`src/rtl/vga_pixel_fetch_pkg.sv`:
```
// Shared screen constants, pixel classes and helpers for vga_pixel_fetch.
// Counter width is derived from the 800x525 total raster.
package vga_pixel_fetch_pkg;

  localparam int SCR_W = 640;
  localparam int SCR_H = 480;
  localparam int SCR_HTOT = 800;
  localparam int SCR_VTOT = 525;
  localparam int LATCH_LINE = 480;
  localparam int CNT_W =
    $clog2(SCR_HTOT > SCR_VTOT ? SCR_HTOT : SCR_VTOT);

  typedef enum logic [1:0] {
    CLS_IMG = 2'd0,
    CLS_BRD = 2'd1,
    CLS_BLK = 2'd2
  } pix_class_e;

  localparam logic [7:0] RGB_BLACK = 8'h00;

  function automatic pix_class_e classify(
    input logic [CNT_W-1:0] h,
    input logic [CNT_W-1:0] v,
    input int win_w,
    input int win_h
  );
    int hi;
    int vi;
    hi = int'(h);
    vi = int'(v);
    if (hi < win_w && vi < win_h) return CLS_IMG;
    if (hi < SCR_W && vi < SCR_H) return CLS_BRD;
    return CLS_BLK;
  endfunction

endpackage

```
`src/rtl/vga_pixel_fetch_delay_pipe.sv`:
```
// fetch_delay_pipe: fixed-depth register line, async active-low clear.
// DEPTH of 0 degenerates to a plain wire.
module fetch_delay_pipe #(
  parameter int WIDTH = 1,
  parameter int DEPTH = 1
) (
  input  logic             clk,
  input  logic             reset_n,
  input  logic [WIDTH-1:0] d,
  output logic [WIDTH-1:0] q
);

  if (DEPTH == 0) begin : g_wire
    assign q = d;
  end else begin : g_pipe
    logic [WIDTH-1:0] stg [DEPTH];

    always_ff @(posedge clk or negedge reset_n) begin
      if (!reset_n) begin
        for (int i = 0; i < DEPTH; i++) stg[i] <= '0;
      end else begin
        stg[0] <= d;
        for (int i = 1; i < DEPTH; i++) stg[i] <= stg[i-1];
      end
    end

    assign q = stg[DEPTH-1];
  end

endmodule

```
`src/rtl/vga_pixel_fetch.sv`:
```
// Counter-to-colour fetch stage with scroll, upscale, tiling and border.
// Optional test pattern input enabled by VGA_PIXEL_FETCH_TESTPAT_EN.
module vga_pixel_fetch
  import vga_pixel_fetch_pkg::*;
#(
  parameter int FB_W_BITS   = 8,
  parameter int FB_H_BITS   = 8,
  parameter int SCALE_SHIFT = 1,
  parameter int WIN_WIDTH   = 512,
  parameter int WIN_HEIGHT  = 480,
  parameter int RAM_LATENCY = 2,
  parameter int PIXEL_DELAY = 7
) (
  input  logic                           clk,
  input  logic                           reset_n,
  input  logic [CNT_W-1:0]               count_h,
  input  logic [CNT_W-1:0]               count_v,
  input  logic [FB_W_BITS-1:0]           scroll_x,
  input  logic [FB_H_BITS-1:0]           scroll_y,
  input  logic [7:0]                     border_color,
`ifdef VGA_PIXEL_FETCH_TESTPAT_EN
  input  logic                           test_mode,
`endif
  output logic [FB_W_BITS+FB_H_BITS-1:0] rd_addr,
  input  logic [7:0]                     rd_data,
  output logic [7:0]                     color,
  output logic                           frame_latch
);

`ifdef VGA_PIXEL_FETCH_TESTPAT_EN
  localparam int TW = 12;
`else
  localparam int TW = 3;
`endif
  localparam int PAD = PIXEL_DELAY - (RAM_LATENCY + 3);

  logic [FB_W_BITS-1:0] sh_sx;
  logic [FB_H_BITS-1:0] sh_sy;
  logic [7:0]           sh_border;
  logic                 capture;

  assign capture = (count_h == '0) &&
                   (int'(count_v) == LATCH_LINE);

  always_ff @(posedge clk or negedge reset_n) begin
    if (!reset_n) begin
      sh_sx       <= '0;
      sh_sy       <= '0;
      sh_border   <= '0;
      frame_latch <= 1'b0;
    end else begin
      frame_latch <= capture;
      if (capture) begin
        sh_sx     <= scroll_x;
        sh_sy     <= scroll_y;
        sh_border <= border_color;
      end
    end
  end

  logic [CNT_W-1:0] h1;
  logic [CNT_W-1:0] v1;
  pix_class_e       cls1;
  logic             vld1;
`ifdef VGA_PIXEL_FETCH_TESTPAT_EN
  logic             tm1;
  logic [7:0]       pat1;
`endif

  // vld1 keeps freshly reset pipe slots black regardless of rd_data
  always_ff @(posedge clk or negedge reset_n) begin
    if (!reset_n) begin
      h1   <= '0;
      v1   <= '0;
      cls1 <= CLS_IMG;
      vld1 <= 1'b0;
`ifdef VGA_PIXEL_FETCH_TESTPAT_EN
      tm1  <= 1'b0;
      pat1 <= '0;
`endif
    end else begin
      h1   <= count_h;
      v1   <= count_v;
      cls1 <= classify(count_h, count_v, WIN_WIDTH, WIN_HEIGHT);
      vld1 <= 1'b1;
`ifdef VGA_PIXEL_FETCH_TESTPAT_EN
      tm1  <= test_mode;
      pat1 <= count_h[7:0] ^ count_v[7:0];
`endif
    end
  end

  logic [CNT_W-1:0]     hs;
  logic [CNT_W-1:0]     vs;
  logic [FB_W_BITS-1:0] fb_x;
  logic [FB_H_BITS-1:0] fb_y;
  logic [TW-1:0]        tag1;
  logic [TW-1:0]        tag2;
  logic [TW-1:0]        tag_d;

  assign hs   = h1 >> SCALE_SHIFT;
  assign vs   = v1 >> SCALE_SHIFT;
  assign fb_x = FB_W_BITS'(hs) + sh_sx;
  assign fb_y = FB_H_BITS'(vs) + sh_sy;

`ifdef VGA_PIXEL_FETCH_TESTPAT_EN
  assign tag1 = {vld1, cls1, tm1, pat1};
`else
  assign tag1 = {vld1, cls1};
`endif

  always_ff @(posedge clk or negedge reset_n) begin
    if (!reset_n) begin
      rd_addr <= '0;
      tag2    <= '0;
    end else begin
      rd_addr <= {fb_y, fb_x};
      tag2    <= tag1;
    end
  end

  fetch_delay_pipe #(
    .WIDTH(TW),
    .DEPTH(RAM_LATENCY)
  ) u_cls_pipe (
    .clk     (clk),
    .reset_n (reset_n),
    .d       (tag2),
    .q       (tag_d)
  );

  logic       vld_d;
  pix_class_e cls_d;
  logic [7:0] img;

  assign vld_d = tag_d[TW-1];
  assign cls_d = pix_class_e'(tag_d[TW-2 -: 2]);
`ifdef VGA_PIXEL_FETCH_TESTPAT_EN
  assign img = tag_d[8] ? tag_d[7:0] : rd_data;
`else
  assign img = rd_data;
`endif

  logic [7:0] pix_nxt;
  logic [7:0] pix3;

  always_comb begin
    pix_nxt = RGB_BLACK;
    if (vld_d) begin
      unique case (1'b1)
        (cls_d == CLS_IMG): pix_nxt = img;
        (cls_d == CLS_BRD): pix_nxt = sh_border;
        default:            pix_nxt = RGB_BLACK;
      endcase
    end
  end

  always_ff @(posedge clk or negedge reset_n) begin
    if (!reset_n) pix3 <= RGB_BLACK;
    else          pix3 <= pix_nxt;
  end

  fetch_delay_pipe #(
    .WIDTH(8),
    .DEPTH(PAD)
  ) u_pad_pipe (
    .clk     (clk),
    .reset_n (reset_n),
    .d       (pix3),
    .q       (color)
  );

endmodule
```
`config.mk`:
```
export PLATFORM = sky130hd
export DESIGN_NAME = vga_pixel_fetch
export DESIGN_NICKNAME = d
export VERILOG_FILES = /design/src/rtl/vga_pixel_fetch_pkg.sv /design/src/rtl/vga_pixel_fetch_delay_pipe.sv /design/src/rtl/vga_pixel_fetch.sv
export SDC_FILE = /design/constraint.sdc
export NUM_CORES = 1
export LEC_CHECK = 0
export ABC_AREA = 1
export BUFFER_PORTS_ARGS = -buffer_cell sky130_fd_sc_hd__buf_2
export CORE_AREA = 2 2 60 119
export DETAILED_ROUTE_END_ITERATION = 6
export DIE_AREA = 0 0 62 121
export PLACE_DENSITY = 0.85
export SYNTH_ARGS = -nofsm -noshare
export SYNTH_HDL_FRONTEND = slang
export SYNTH_HIERARCHICAL = 1
export SYNTH_SLANG_ARGS = --single-unit
export TNS_END_PERCENT = 5
```
`constraint.sdc`:
```
create_clock -name clk -period 3.8 [get_ports clk]
set_input_delay 1.14 -clock clk [delete_from_list [all_inputs] [get_ports clk]]
set_output_delay 1.14 -clock clk [all_outputs]
set_load 0.02 [all_outputs]
```
# Word level (Yosys, flattened, before mapping)
# Index checks and enable logic that the tools add are counted.
# word_totals
register_bits	95
latch_bits	0
mem_bits_rw	0
romBits	0
in_bits	54
output_inout_bits	25
elab_cells	36
mem_count	0
# op_classes
n_addsub	2
mul	0
div	0
order_cmp	3
n_eq_ne	2
shifts	0
muxes	9
n_bitwise	0
reduce_logical	5
# op_table
op	n
$lt 10x10->1 const B	2
$add 8x8->8	2
$pmux 8 s2	1
$eq 10x10->1 const B	1
$logic_not 10->1	1
$lt 10x9->1 const B	1
$mux 2	4
$mux 8	1
$logic_and 1x1->1	3
$mux 1	3
$eq 2x1->1 const B	1
$logic_not 2->1	1

# Longest topological paths before layout
# depth
word_depth	6
mapped_depth	10
depth_no_buf	10

# Modules after synthesis
# The synthesis kept the hierarchy.
# by_module_without_submodules
mod	n_inst	cells_each	area_per_inst_um2	seq_area_each_um2
vga_pixel_fetch	1	321	3079.2	1776.7
fetch_delay_pipe (u_pad_pipe)	1	24	460.4	400.4
fetch_delay_pipe (u_cls_pipe)	1	9	172.7	150.1

# Least setup slack after synthesis
# OpenSTA, ideal clock, no wires.
# synth_timing
kind	in2reg
from	input port count_h[8]
to	register sh_sy[1]
setup_ns	0.117
arrival_ns	1.881
required_time_ns	3.683
slack_ns	1.802
stages	7
n_path_buf	1
path_cell_list	nor2_2 > nand3_2 > nor2_4 > nand3_4 > buf_6 > nand2_1 > nand2_1
# synth_via
elab_chain_len	2
# synth_rtl
item	line	source
from (decl)	vga_pixel_fetch.sv:16	input logic [CNT_W-1:0] count_h,
$logic_not 10->1	vga_pixel_fetch.sv:42	assign capture = (count_h == '0) &&
$logic_and 1x1->1	vga_pixel_fetch.sv:42	
to (signal assigned)	vga_pixel_fetch.sv:55	sh_sy <= scroll_y;
to (decl)	vga_pixel_fetch.sv:38	logic [FB_H_BITS-1:0] sh_sy;
# No other way between the ends.
# A chain may end at the register's enable or synchronous reset.

# Worst setup path in the final report
# layout_timing
from	input port count_h[8]
to	register sh_sx[3]
# layout_via
elab_chain_len	2
# layout_rtl
item	line	source
$logic_not 10->1	vga_pixel_fetch.sv:42	
$logic_and 1x1->1	vga_pixel_fetch.sv:42	
to (signal assigned)	vga_pixel_fetch.sv:54	sh_sx <= scroll_x;
to (decl)	vga_pixel_fetch.sv:37	logic [FB_W_BITS-1:0] sh_sx;
# No other way between the ends.

==> flow_summary.toml <==
[outcome]
status = "finished clean"

[clock_tree]
root_buffer = "clkbuf_16"
clkSinkCount = 93
cts_tree = "yes"
cts_inserted_buffers = 9
clkTransAtPathRegs_ps = 60
clk_path_buf_depth = 2
hold_buffers = 0
clk_latency_ps = 340
cts_max_level = 3
cts_resized = 0
cts_setup_buffers = 0

[global_route]
grt.total_usage = 0.218
grt_start_max_net_pins = 94
grt_antenna_before_repair = 0
grt_pass1_vias = 2606
grt_overflow_total = 0
grt_pass1_wl_mm = 11.5

[drt]
viasPerCell = 5.04
vias = 2611
ant_nets = 0
post_drt_wl_per_cell_microns = 14.0
drt_first_iter_violations = 163
wl_mm = 7.23
dr.pass1.iters = 4
drc = 0

[sta]
final.setup.tns_ps = 0
grt_setup_unrepaired = "no"
fmax_mhz = 423
period_share = 0.623
period_minus_slack_ps = 2370
hold_violations = 0
fin_worst_skew_ps = 6.67
max_slew_margin = 0.265
worst_pin_slew_ps = 1100
finalSetupViolations = 0
setup_slack_ps = 1430
slew_violations = 0

[pwr]
leakage_uw = 0.00242
p_per_area_nw_per_um2 = 468
finalPower_uw = 2060
vdd_drop_max_v = 0.000374

[floorplanning]
dieArea_sq_um = 7500
rows = 42
die_w_microns = 62
initial_core_util = 0.565
io_pins = 79
fp.dieH_microns = 121
coreArea_sq_um = 6570

[yosys]
postSynthAreaPerCell_sq_um = 10.5
yosysWarnings = 6
syn_area_sq_um = 3710
ys_ff_latch = 93
synthCells = 354
syn_nets = 424
yosysSeqAreaShare = 0.627
yosysUniqueCellTypes = 23

[placed_design]
dp.cells = 502
dp_slack_ps = 1090
place_area_sq_um = 4090
portBuffers = 78
dp_hpwl_mm = 5.28
gp_congestion = 0.856

[setup_path]
crit_arrival_ps = 2600
critPathSlowestCell = "nor2_4"
crit_type = "primary input to flip-flop"
required_ps = 4030
crit_fanout = 25
timing.critical_path.cells = "buf_2 > nor2_2 > nand3_2 > nor2_4 > nand3_4 > nand2_1 > nand2_1"
cp_top_family = "simple AND/OR/NAND/NOR gates"
slowest_delay_ps = 460
crit_path_frequent_cell = "nand2_1"
crit_buf_inv = 1
critPathLaunchType = "primary input"
critPathCaptureType = "flip-flop"

[cells_and_area]
syn2layout_area_growth_pct = 18.5
fin_area_sq_um = 4400
final_cells = 518
antenna_cells = 0
drive_gt1_frac = 0.244
layout.nets = 495

[worst_hold_path]
min_path_type = "flip-flop to flip-flop"

[run]
maxCapViolations = 0
[final timing paths]
kind,start,end,slack [ps],depth (start not counted)
worst max-delay path,count_h[8],sh_sx[3],1430,7
worst min-delay path,tag2[1],u_cls_pipe/g_pipe.stg[4],340,0
worst max register to register,v1[1],rd_addr[14],2190,9
worst min register to register,tag2[1],u_cls_pipe/g_pipe.stg[4],340,0
max in group asynchronous,reset_n,rd_addr[8],2090,1
min in group asynchronous,reset_n,u_pad_pipe/q[6],980,1
[worst register-to-register path, cell delays in order, from the launching register on]
cell and delay (ps):
dfrtp_1 380, ha_1 180, inv_1 60, fa_1 400
inv_1 90, nand3_1 70, nand2_1 120, nand2_1 80
nand3_1 70, nand2_1 50
[registers in the layout (all words and copies together), names as in the netlist, 8 cells and up]
signal	count
h1	8
pix3	8
rd_addr	16
sh_border	8
sh_sx	8
sh_sy	8
u_pad_pipe/g_pipe.stg	8
u_pad_pipe/q	8
v1	8
[per-stage QoR]
stage	hold slack, ps	util
global placement	332	0.622
finish	342	0.670
CTS	346	0.670
floorplan	331	-
detailed placement	336	0.622
global route	348	0.670
[cells in the mapped netlist, drive strengths merged]
cell | count | area [sq um]
nand2 | 114 | 428
dfrtp | 93 | 2330
inv | 31 | 116
nand4 | 24 | 150
buf | 19 | 135
nor2 | 17 | 83.8
a21oi | 14 | 70.1
ha | 14 | 175
nand3 | 12 | 77.6
xnor2 | 4 | 35.0
xor2 | 4 | 35.0
fa | 2 | 40.0
nand3b | 2 | 15.0
or2 | 2 | 12.5
conb | 1 | 3.75
o211ai | 1 | 7.51
[metal layers]
layer | share of wire | track usage | up-vias
met5 | 0 | 0 | -
met4 | 0.054 | 0.149 | 0
met3 | 0.053 | 0.0597 | 25
met2 | 0.54 | 0.346 | 90
met1 | 0.35 | 0.240 | 1243
li1 | - | - | 1253
[final cells by class]
type	instances	area, sq um
Fill cell	517	2170
Multi-Input combinational cell	211	1130
Inverter	31	116
Sequential cell	93	2330
Clock buffer	11	253
Clock inverter	5	58.8
Tap cell	88	110
Timing Repair Buffer	79	400
[cell families (layout without fill, tap and decap cells)]
kind of cell,after synthesis,count (layout),share of synthesized area
and+or+nand+nor,171,171,0.207
DFF,93,93,0.627
buffers and inverters,50,126,0.0677
adders and majority gates,16,16,0.0580
AOI/OAI and AO/OA,15,15,0.0209
xor gates and xnor gates,8,8,0.0189
other,1,1,0.00101
[cells in the final DEF (no fill, tap or decap)]
master      synthesis  routed
o211ai_1            1       1
ha_1               14      14
nand3_1            10      10
xnor2_1             4       4
clkbuf_16           0       9
xor2_1              4       4
nand4_1            24      24
buf_2               6      77
nor2_2              2       2
nor2_1             13      13
nand3b_1            2       2
bufinv_16           0       1
buf_4              11       2
clkinv_4            0       1
clkinvlp_4          0       2
nand3_4             1       1
conb_1              1       1
inv_2               2       2
dfrtp_1            93      93
nand3_2             1       1
fa_1                2       2
inv_1              29      29
nand2_1           114     114
a21oi_1            14      14
nor2_4              2       2
or2_2               2       2
clkbuf_8            0       2
clkinv_2            0       1
[power breakdown]
group	total (uW)	switching, uW	internal [uW]	leakage (uW)
combinational	120	76.9	43.3	0.00107
sequential	1030	9.92	1020	0.00119
clock	908	363	545	0.000148
total	2060	450	1610	0.00242
(Power assumes the default switching activity.)
